**config.mk**
```make
export PLATFORM = sky130hd
export DESIGN_NAME = fetch_unit_flat
export DESIGN_NICKNAME = d
export VERILOG_FILES = /design/src/rtl/fetch_unit_pkg.sv /design/src/rtl/fetch_unit_if.sv /design/src/rtl/fetch_queue.sv /design/src/rtl/fetch_unit.sv /design/src/flat_wrapper.sv
export SDC_FILE = /design/constraint.sdc
export NUM_CORES = 1
export LEC_CHECK = 0
export ABC_AREA = 1
export CORE_AREA = 2 2 130 132
export DETAILED_ROUTE_END_ITERATION = 8
export DIE_AREA = 0 0 132 134
export DONT_BUFFER_PORTS = 1
export PLACE_DENSITY = 0.77
export SLEW_MARGIN = 10
export SYNTH_ARGS = -nofsm -noshare
export SYNTH_HDL_FRONTEND = slang
export SYNTH_HIERARCHICAL = 1
export SYNTH_SLANG_ARGS = --single-unit
```
**constraint.sdc**
```tcl
create_clock -name clk -period 6.1 [get_ports clk]
set_input_delay 0 -clock clk [delete_from_list [all_inputs] [get_ports clk]]
set_output_delay 0 -clock clk [all_outputs]
set_load 0.005 [all_outputs]
```
**src/rtl/fetch_unit_pkg.sv**
```systemverilog
// rtl/fetch_unit_pkg.sv - shared default constants and sizing helper for the fetch front end
package fetch_unit_pkg;
   localparam int          DEF_ADDR_W   = 16;
   localparam int          DEF_INSTR_W  = 16;
   localparam int          DEF_QDEPTH   = 4;
   localparam int unsigned DEF_RESET_PC = 0;
   localparam int unsigned DEF_PC_STEP  = 2;

   // Counters must hold the value QDEPTH itself, not just QDEPTH-1.
   function automatic int cnt_w(input int depth);
      return $clog2(depth + 1);
   endfunction
endpackage

```
**src/rtl/fetch_unit_if.sv**
```systemverilog
// rtl/fetch_unit_if.sv - instruction-memory request/response and decode valid/ready bundle
interface fetch_unit_if
   import fetch_unit_pkg::*;
#(
   parameter int ADDR_W  = DEF_ADDR_W,
   parameter int INSTR_W = DEF_INSTR_W
) ();
   logic               imem_req;
   logic [ADDR_W-1:0]  imem_addr;
   logic               imem_gnt;
   logic               imem_rvalid;
   logic [INSTR_W-1:0] imem_rdata;
   logic               dec_valid;
   logic               dec_ready;
   logic [INSTR_W-1:0] dec_instr;
   logic [ADDR_W-1:0]  dec_pc;
   logic [ADDR_W-1:0]  dec_pc_next;

   modport master (
      output imem_req, imem_addr, dec_valid, dec_instr, dec_pc, dec_pc_next,
      input  imem_gnt, imem_rvalid, imem_rdata, dec_ready
   );

   modport slave (
      input  imem_req, imem_addr, dec_valid, dec_instr, dec_pc, dec_pc_next,
      output imem_gnt, imem_rvalid, imem_rdata, dec_ready
   );
endinterface

```
**src/rtl/fetch_queue.sv**
```systemverilog
// rtl/fetch_queue.sv - circular fetch buffer: allocate at tail, fill oldest unfilled, pop at head
module fetch_queue
   import fetch_unit_pkg::*;
#(
   parameter int QDEPTH  = DEF_QDEPTH,
   parameter int ADDR_W  = DEF_ADDR_W,
   parameter int INSTR_W = DEF_INSTR_W,
   localparam int CNT_W  = cnt_w(QDEPTH),
   localparam int PTR_W  = $clog2(QDEPTH)
) (
   input  logic               clk,
   input  logic               reset_n,
   input  logic               alloc,
   input  logic [ADDR_W-1:0]  alloc_pc,
   input  logic               fill,
   input  logic [INSTR_W-1:0] fill_instr,
   input  logic               pop,
   input  logic               flush,
   output logic               head_filled,
   output logic [ADDR_W-1:0]  head_pc,
   output logic [INSTR_W-1:0] head_instr,
   output logic [CNT_W-1:0]   alloc_cnt,
   output logic [CNT_W-1:0]   unfilled_cnt
);
   logic [PTR_W-1:0]   head_q, head_d, tail_q, tail_d, fptr_q, fptr_d;
   logic [CNT_W-1:0]   alloc_cnt_q, alloc_cnt_d, unfilled_q, unfilled_d;
   logic [QDEPTH-1:0]  filled_q, filled_d;
   logic [ADDR_W-1:0]  pc_mem_q [QDEPTH];
   logic [ADDR_W-1:0]  pc_mem_d [QDEPTH];
   logic [INSTR_W-1:0] instr_mem_q [QDEPTH];
   logic [INSTR_W-1:0] instr_mem_d [QDEPTH];

   always_comb begin
      head_d      = head_q;
      tail_d      = tail_q;
      fptr_d      = fptr_q;
      alloc_cnt_d = alloc_cnt_q;
      unfilled_d  = unfilled_q;
      filled_d    = filled_q;
      pc_mem_d    = pc_mem_q;
      instr_mem_d = instr_mem_q;
      if (flush) begin
         head_d      = '0;
         tail_d      = '0;
         fptr_d      = '0;
         alloc_cnt_d = '0;
         unfilled_d  = '0;
         filled_d    = '0;
      end else begin
         if (alloc) begin
            pc_mem_d[tail_q] = alloc_pc;
            filled_d[tail_q] = 1'b0;
            tail_d           = tail_q + PTR_W'(1);
         end
         if (fill) begin
            instr_mem_d[fptr_q] = fill_instr;
            filled_d[fptr_q]    = 1'b1;
            fptr_d              = fptr_q + PTR_W'(1);
         end
         // Clearing on pop keeps a stale flag from reappearing when head wraps.
         if (pop) begin
            filled_d[head_q] = 1'b0;
            head_d           = head_q + PTR_W'(1);
         end
         alloc_cnt_d = alloc_cnt_q + CNT_W'(alloc) - CNT_W'(pop);
         unfilled_d  = unfilled_q + CNT_W'(alloc) - CNT_W'(fill);
      end
   end

   always_ff @(posedge clk or negedge reset_n) begin
      if (!reset_n) begin
         head_q      <= '0;
         tail_q      <= '0;
         fptr_q      <= '0;
         alloc_cnt_q <= '0;
         unfilled_q  <= '0;
         filled_q    <= '0;
         pc_mem_q    <= '{default: '0};
         instr_mem_q <= '{default: '0};
      end else begin
         head_q      <= head_d;
         tail_q      <= tail_d;
         fptr_q      <= fptr_d;
         alloc_cnt_q <= alloc_cnt_d;
         unfilled_q  <= unfilled_d;
         filled_q    <= filled_d;
         pc_mem_q    <= pc_mem_d;
         instr_mem_q <= instr_mem_d;
      end
   end

   assign head_filled  = filled_q[head_q];
   assign head_pc      = pc_mem_q[head_q];
   assign head_instr   = instr_mem_q[head_q];
   assign alloc_cnt    = alloc_cnt_q;
   assign unfilled_cnt = unfilled_q;
endmodule

```
**src/rtl/fetch_unit.sv**
```systemverilog
// rtl/fetch_unit.sv - PC, in-order fetch issue, stale-response dropping and redirect control
module fetch_unit
   import fetch_unit_pkg::*;
#(
   parameter int          ADDR_W   = DEF_ADDR_W,
   parameter int          INSTR_W  = DEF_INSTR_W,
   parameter int          QDEPTH   = DEF_QDEPTH,
   parameter int unsigned RESET_PC = DEF_RESET_PC,
   parameter int unsigned PC_STEP  = DEF_PC_STEP
) (
   input  logic              clk,
   input  logic              reset_n,
   input  logic              redirect_valid,
   input  logic [ADDR_W-1:0] redirect_pc,
   fetch_unit_if.master      bus
);
   localparam int                CNT_W   = cnt_w(QDEPTH);
   localparam int                SUM_W   = CNT_W + 1;
   localparam logic [SUM_W-1:0]  DEPTH_C = SUM_W'(QDEPTH);
   localparam logic [ADDR_W-1:0] STEP_C  = ADDR_W'(PC_STEP);

   logic [ADDR_W-1:0]  pc_q, pc_d;
   logic [CNT_W-1:0]   drop_q, drop_d;
   logic [CNT_W-1:0]   alloc_cnt, unfilled_cnt;
   logic               head_filled;
   logic [ADDR_W-1:0]  head_pc;
   logic [INSTR_W-1:0] head_instr;
   logic               resp_any, resp_drop, resp_fill, grant, pop;

   // A response with nothing outstanding is a protocol error and is ignored.
   assign resp_drop = bus.imem_rvalid && (drop_q != '0);
   assign resp_fill = bus.imem_rvalid && (drop_q == '0) && (unfilled_cnt != '0);
   assign resp_any  = resp_drop || resp_fill;

   assign bus.imem_req  = reset_n && !redirect_valid &&
                          (({1'b0, alloc_cnt} + {1'b0, drop_q}) < DEPTH_C);
   assign bus.imem_addr = pc_q;
   assign grant         = bus.imem_req && bus.imem_gnt;
   assign pop           = head_filled && bus.dec_ready;

   fetch_queue #(
      .QDEPTH (QDEPTH),
      .ADDR_W (ADDR_W),
      .INSTR_W(INSTR_W)
   ) u_queue (
      .clk         (clk),
      .reset_n     (reset_n),
      .alloc       (grant),
      .alloc_pc    (pc_q),
      .fill        (resp_fill),
      .fill_instr  (bus.imem_rdata),
      .pop         (pop),
      .flush       (redirect_valid),
      .head_filled (head_filled),
      .head_pc     (head_pc),
      .head_instr  (head_instr),
      .alloc_cnt   (alloc_cnt),
      .unfilled_cnt(unfilled_cnt)
   );

   always_comb begin
      pc_d   = pc_q;
      drop_d = drop_q;
      if (redirect_valid) begin
         // Every request still unanswered becomes a stale response to discard.
         pc_d   = redirect_pc;
         drop_d = drop_q + unfilled_cnt - CNT_W'(resp_any);
      end else begin
         if (grant)     pc_d   = pc_q + STEP_C;
         if (resp_drop) drop_d = drop_q - CNT_W'(1);
      end
   end

   always_ff @(posedge clk or negedge reset_n) begin
      if (!reset_n) begin
         pc_q   <= ADDR_W'(RESET_PC);
         drop_q <= '0;
      end else begin
         pc_q   <= pc_d;
         drop_q <= drop_d;
      end
   end

   assign bus.dec_valid   = head_filled;
   assign bus.dec_instr   = head_instr;
   assign bus.dec_pc      = head_pc;
   assign bus.dec_pc_next = head_pc + STEP_C;
endmodule
```
**src/flat_wrapper.sv**
```systemverilog
// flat-port wrapper written by rule: the top's interface ports become plain ports
module fetch_unit_flat import fetch_unit_pkg::*;
#(
   parameter int          ADDR_W   = DEF_ADDR_W,
   parameter int          INSTR_W  = DEF_INSTR_W,
   parameter int          QDEPTH   = DEF_QDEPTH,
   parameter int unsigned RESET_PC = DEF_RESET_PC,
   parameter int unsigned PC_STEP  = DEF_PC_STEP
)
  (clk, reset_n, redirect_valid, redirect_pc, bus_imem_req, bus_imem_addr, bus_dec_valid, bus_dec_instr, bus_dec_pc, bus_dec_pc_next, bus_imem_gnt, bus_imem_rvalid, bus_imem_rdata, bus_dec_ready);
  fetch_unit_if #(.ADDR_W(ADDR_W), .INSTR_W(INSTR_W)) bus_i ();
  input  logic clk;
  input  logic reset_n;
  input  logic redirect_valid;
  input  logic [ADDR_W-1:0] redirect_pc;
  output wire logic [$bits(bus_i.imem_req)-1:0] bus_imem_req;
  output wire logic [$bits(bus_i.imem_addr)-1:0] bus_imem_addr;
  output wire logic [$bits(bus_i.dec_valid)-1:0] bus_dec_valid;
  output wire logic [$bits(bus_i.dec_instr)-1:0] bus_dec_instr;
  output wire logic [$bits(bus_i.dec_pc)-1:0] bus_dec_pc;
  output wire logic [$bits(bus_i.dec_pc_next)-1:0] bus_dec_pc_next;
  input wire logic [$bits(bus_i.imem_gnt)-1:0] bus_imem_gnt;
  input wire logic [$bits(bus_i.imem_rvalid)-1:0] bus_imem_rvalid;
  input wire logic [$bits(bus_i.imem_rdata)-1:0] bus_imem_rdata;
  input wire logic [$bits(bus_i.dec_ready)-1:0] bus_dec_ready;
  assign bus_imem_req = bus_i.imem_req;
  assign bus_imem_addr = bus_i.imem_addr;
  assign bus_dec_valid = bus_i.dec_valid;
  assign bus_dec_instr = bus_i.dec_instr;
  assign bus_dec_pc = bus_i.dec_pc;
  assign bus_dec_pc_next = bus_i.dec_pc_next;
  assign bus_i.imem_gnt = bus_imem_gnt;
  assign bus_i.imem_rvalid = bus_imem_rvalid;
  assign bus_i.imem_rdata = bus_imem_rdata;
  assign bus_i.dec_ready = bus_dec_ready;
  fetch_unit #(.ADDR_W(ADDR_W), .INSTR_W(INSTR_W), .QDEPTH(QDEPTH), .RESET_PC(RESET_PC), .PC_STEP(PC_STEP)) u_core (.clk(clk), .reset_n(reset_n), .redirect_valid(redirect_valid), .redirect_pc(redirect_pc), .bus(bus_i));
endmodule
```
# == Yosys cells after proc, flatten, opt, wreduce, memory -nomap -nowiden ==
# Cells that the tools add are included.
# classes
n_mux,38
magnitude_cmp,12
n_bitwise,9
reduce_logical,23
addsub,13
# ops
cell,count
64-bit bitwise mux,2
16-bit two-way mux,8
16-bit binary-select mux with 2-bit select,2
16-bit demux with 2-bit select,2
"16-bit by 2-bit adder with 16-bit output, second input constant",2
4-bit two-way mux,6
1-bit logical AND,12
2-bit two-way mux,6
3-bit two-way mux,4
"3-bit >= comparator, second input constant",3
"2-bit by 3-bit < comparator with 1-bit output, second input constant",3
2-bit NOT with 3-bit output,3
3-bit by 1-bit subtractor with 3-bit output,3
4-bit AND,2
4-bit NOT,2
2-bit nonzero test,4
"2-bit by 1-bit adder with 2-bit output, second input constant",3
3-bit by 1-bit adder with 3-bit output,2
1-bit demux with 2-bit select,3
"2-bit by 1-bit >= comparator with 1-bit output, second input constant",3
"3-bit by 1-bit < comparator with 1-bit output, second input constant",2
3-bit nonzero test,2
3-bit by 3-bit adder with 4-bit output,1
"4-bit by 3-bit < comparator with 1-bit output, second input constant",1
10 further kinds,14
# word_totals
out_inout_bits,66
input_bits,38
reg_bits,163
elab_cells,111

# == Logic depth before layout (Yosys ltp) ==
# logic_depth
depth_word,14
mapped_depth,15

# == Modules after synthesis ==
# Netlist, hierarchy kept.
# by_module_without_submodules
mod,cells_per_inst,area_per_inst_um2,seq_area_each_um2,n_inst
fetch_queue,809,7043.0,3603.5,1
fetch_unit,255,1731.7,475.5,1

# == Least setup slack after synthesis ==
# Ideal clock, no wire load.
# synth_timing
path_type,reg2reg
start,register u_core.drop_q[2]
end,register u_core.u_queue.unfilled_q[2] (netlist: u_core/u_queue/unfilled_cnt[2])
stages_incl_launch_ff,14
setup_ns,0.119
synth_period_minus_slack_ns,2.480
slack_ns,3.620
required_ns,5.981
arrival_time_ns,2.361
path_cell_list,dfrtp_1 > ha_1 > nor2_1 > nand2_1 > nor3_4 > buf_6 > inv_2 > ha_1 > inv_1 > ha_1 > inv_1 > fa_1 > a21oi_1 > nor2_1
# synth_via
elab_chain_len,7
# synth_rtl
item,line_no,text
start: declaration,fetch_unit.sv:23,"logic [CNT_W-1:0] drop_q, drop_d;"
start signal: assignment,fetch_unit.sv:80,drop_q <= drop_d;
3-bit by 3-bit adder with 4-bit output,fetch_unit.sv:36,"(({1'b0, alloc_cnt} + {1'b0, drop_q}) < DEPTH_C);"
4-bit by 3-bit < comparator with 1-bit output,fetch_unit.sv:36,
1-bit logical AND,fetch_unit.sv:35,assign bus.imem_req = reset_n && !redirect_valid &&
1-bit logical AND,fetch_unit.sv:38,assign grant = bus.imem_req && bus.imem_gnt;
via u_core.grant,fetch_unit.sv:28,"logic resp_any, resp_drop, resp_fill, grant, pop;"
3-bit by 1-bit adder with 3-bit output,fetch_queue.sv:66,unfilled_d = unfilled_q + CNT_W'(alloc) - CNT_W'(fill);
3-bit by 1-bit subtractor with 3-bit output,fetch_queue.sv:66,
3-bit two-way mux,fetch_queue.sv:42,if (flush) begin
via u_core.u_queue.unfilled_d[2],fetch_queue.sv:26,"logic [CNT_W-1:0] alloc_cnt_q, alloc_cnt_d, unfilled_q, unfilled_d;"
end signal: assignment,fetch_queue.sv:85,unfilled_q <= unfilled_d;
end: declaration,fetch_queue.sv:26,
# The timed path passes the listed nets, and every way through them passes these cells.
# A chain may end at the register's enable or synchronous reset.

# == Worst setup path in the final report ==
# layout_timing
start,register u_core.u_queue.head_q[0]
end,output port bus_dec_pc_next[15]
# layout_via
elab_chain_len,5
# layout_rtl
item,line_no,text
start: declaration,fetch_queue.sv:25,"logic [PTR_W-1:0] head_q, head_d, tail_q, tail_d, fptr_q, fptr_d;"
start signal: assignment,fetch_queue.sv:72,head_q <= '0;
start signal: assignment,fetch_queue.sv:81,head_q <= head_d;
2-bit NOT with 3-bit output (implied by the code),fetch_queue.sv:93,assign head_pc = pc_mem_q[head_q];
16-bit binary-select mux with 2-bit select,fetch_queue.sv:93,
16-bit two-way mux (implied by the code) (2 in series),fetch_queue.sv:93,
via bus_dec_pc[1],flat_wrapper.sv:20,output wire logic [$bits(bus_i.dec_pc)-1:0] bus_dec_pc;
16-bit by 2-bit adder with 16-bit output,fetch_unit.sv:87,assign bus.dec_pc_next = head_pc + STEP_C;
end: declaration,flat_wrapper.sv:21,output wire logic [$bits(bus_i.dec_pc_next)-1:0] bus_dec_pc_next;
# The timed path passes the listed nets, and every way through them passes these cells. The select of a mux whose other input is x is not followed.

==> results.py <==
metrics = {
    "worst_setup_path": {
        "cp_top_family": "buffers and inverters",
        "critPathLaunch": "u_core/u_queue/head_q[0]",
        "r2r_start": "u_core/drop_q[2]",
        "timing.rr.end": "u_core/u_queue/alloc_cnt[1]",
        "crit_top_cell": "nand2_1",
        "end_kind": "output pin",
        "worst_ep_arrival_time_ns": 3.59,
        "r2r_setup_slack_ns": 2.62,
        "slowest_stage": "buf_4",
        "reg2reg_depth": 12,
        "max_stage_delay_ns": 0.60,
        "crit_buf_inv": 2,
        "critPathRequiredTime_ns": 6.10,
        "crit_type": "register to output pin",
        "path_max_fanout": 80,
        "startpoint_type": "register",
        "cp_cell_sequence": "clkinv_2 > buf_4 > nand2_1 > o211ai_1 > nand2_1 > ha_1 > nand3_1 > nor2_2 > nand4_1 > xnor2_1",
    },
    "yosys": {
        "synth_edf_count": 0,
        "ys_ff_latch": 163,
        "synthArstFlopShare_pct": 100,
        "synth_area_um2": 8770,
        "netlist_top_cells_count": "nand2_1 (329), dfrtp_1 (163), inv_1 (143), o21ai_1 (67), o211ai_1 (66)",
        "yosysUniqueCellTypes": 35,
        "synth.most_common_cell": "nand2_1",
        "synth_seq_area_share_pct": 46.5,
        "synthTopCellsByArea": "dfrtp_1 (46%), nand2_1 (14%), inv_1 (6.1%), o211ai_1 (5.6%), o21ai_1 (3.8%)",
        "synth_warnings": 6,
        "syn_avg_cell_area_um2": 8.25,
        "synth_nets": 1130,
        "yosysTopAreaCellShare_pct": 46.5,
        "yosysTopAreaCell": "dfrtp_1",
        "synth_ff_type": "dfrtp_1",
        "synthCells": 1064,
    },
    "power": {
        "powerDensity_nw_per_um2": 329,
        "peakVddDrop_mv": 0.228,
        "p_leak_nw": 5.02,
    },
    "floorplanning": {
        "die_area_um2": 17700,
        "rows": 47,
        "core_um2": 16300,
        "pin_count": 104,
        "initial_core_util_pct": 53.9,
        "die_width_um": 132,
        "die_h_um": 134,
    },
    "place": {
        "io_buffers": 0,
        "gp_congestion": 0.828,
        "dpl.hpwl_mm": 11.8,
        "dp.cells": 1235,
    },
    "drt": {
        "m1WireLength_mm": 9.13,
        "viasPerCell": 5.31,
        "top_layer_used": "met4",
        "wl_met2_mm": 9.11,
        "wl_per_cell_um": 14.9,
        "vias": 6937,
        "wl_met3_um": 985,
        "detail-route-antenna-nets": 0,
        "initialDrtViolationCount": 481,
        "drc": 0,
        "routed_wl_mm": 19.5,
        "firstDrtPassIters": 5,
    },
    "clock_network": {
        "cts-root-buf": "clkbuf_16",
        "clk_path_buf_depth": 2,
        "clkTransAtPathRegs_ns": 0.07,
        "cts_made_buffers": 17,
        "cts_resized": 0,
        "htreeDepth": 4,
        "cts_sinks": 163,
        "clk_latency_ns": 0.43,
        "cts_tree": "yes",
    },
    "timing": {
        "finalClockSkew_ns": 0.00928,
        "finalSetupTns_ns": 0,
        "period_minus_slack_ns": 3.59,
        "finalHoldViolations": 0,
        "holdWs_ns": 0.105,
        "finalSetupViolations": 0,
        "rsz0062_at_grt": "no",
        "slew_violations": 0,
        "max_clock_freq_mhz": 279,
        "worstMarginPinSlew_ns": 0.783,
        "fin_crit_sh_pct": 58.8,
        "slew-limit-headroom_pct": 47.8,
    },
    "hold_path": {
        "worstHoldStart": "bus_imem_gnt",
        "hold_end": "u_core/bus.imem_addr[12]",
        "hold_path_class": "input port to register",
        "hold_path_depth": 3,
    },
    "finish": {
        "regArea_um2": 4080,
        "fin_util_pct": 59.8,
        "num_antenna_cells": 0,
        "fill_cells": 1438,
        "multi_input_area_um2": 3750,
        "area_growth_pct": 11.0,
        "final_cells": 1307,
        "nets": 1140,
        "drive_above_1_share_pct": 7.36,
    },
    "grt": {
        "overflow": 0,
        "grt_pass1_vias": 6538,
        "grt_usage_pct": 23.0,
        "grt_first_pass_wirelength_mm": 32.6,
        "grt_max_degree": 164,
        "antenna_found_initial": 0,
    },
    "run": {
        "maxCapViolCount": 0,
    },
    "status": {
        "status": "complete, no violations",
    },
}
[through the flow]
step,instance area (um2),power [W],setup WS [ns]
after detailed placement,8690,0.00204,2.94
final,9740,0.00321,2.51
after floorplan,8770,0.00189,3.62
after global routing,9740,0.00340,2.17
after CTS,9740,0.00323,2.47
after global placement,8690,0.00201,3.04
[how the worst max path moves through the flow]
stage,to,cells after the start
2_1_floorplan,u_core/u_queue/unfilled_cnt[2],13
3_3_place_gp,bus_dec_pc_next[15],10
3_5_place_dp,bus_dec_pc_next[15],10
4_1_cts,bus_dec_pc_next[15],10
5_1_grt,bus_dec_pc_next[15],10
6_report,bus_dec_pc_next[15],10
[kinds of logic after synthesis]
| kind of cell | after synthesis | share of synthesized area (%) |
|---|---|---|
| simple gates | 430 | 21.0 |
| compound gates | 220 | 15.3 |
| buf+inv | 202 | 10.8 |
| flops | 163 | 46.5 |
| fa+ha+maj | 28 | 4.25 |
| xor+xnor | 21 | 2.10 |
[sequential cells by signal, indices dropped and copies added (netlist names)]
name	cells
u_core/u_queue/instr_mem_q	64
u_core/u_queue/pc_mem_q	64
u_core/bus.imem_addr	16
u_core/u_queue/filled_q	4
u_core/drop_q	3
u_core/u_queue/alloc_cnt	3
u_core/u_queue/unfilled_cnt	3
u_core/u_queue/fptr_q	2
u_core/u_queue/head_q	2
u_core/u_queue/tail_q	2
[cell type report]
class                      count  share of cell area [%]
clock buffer                  19                    4.65
clock inverter                13                    1.77
inverter                     150                    5.79
multi-input combinational    699                    38.5
sequential                   163                    41.9
tap                          220                    2.83
timing repair buffer          43                    4.62
[tightest hold or removal path, stage by stage]
cell and delay (ns):
nand2_1 0.26, nand3_1 0.16, nand3_1 0.07
[what timing repair did]
item	CTS	global route
hold buffers	40	0
endpoints found under the hold margin	262	0
endpoints found under the setup margin	0	0
buffers inserted	0	0
[routing by layer]
metal  GRT usage, %  vias up
met4           7.55        0
met3           4.54       20
met2           36.7      169
li1               -     3452
met1           31.7     3296
met5              0        -
[cells in the final DEF (no fill, tap or decap), types with 10 or more instances in the layout]
| cell | netlist | routed |
|---|---|---|
| ha_1 | 25 | 25 |
| o21ai_2 | 18 | 18 |
| o21ai_1 | 67 | 67 |
| xnor2_1 | 10 | 10 |
| clkbuf_16 | 0 | 17 |
| dfrtp_1 | 163 | 163 |
| o211ai_1 | 66 | 66 |
| xor2_1 | 11 | 11 |
| inv_1 | 143 | 143 |
| nand2_1 | 329 | 329 |
| o21ai_0 | 56 | 56 |
| nand3_1 | 50 | 50 |
| nor2_1 | 21 | 21 |
| dlygate4sd3_1 | 0 | 38 |
[report_power, final]
part / internal, W / switching [W]
sequential: 0.00122 / 0.000113
combinational: 0.000273 / 0.000471
clock: 0.000673 / 0.000461
(Power assumes the default switching activity.)
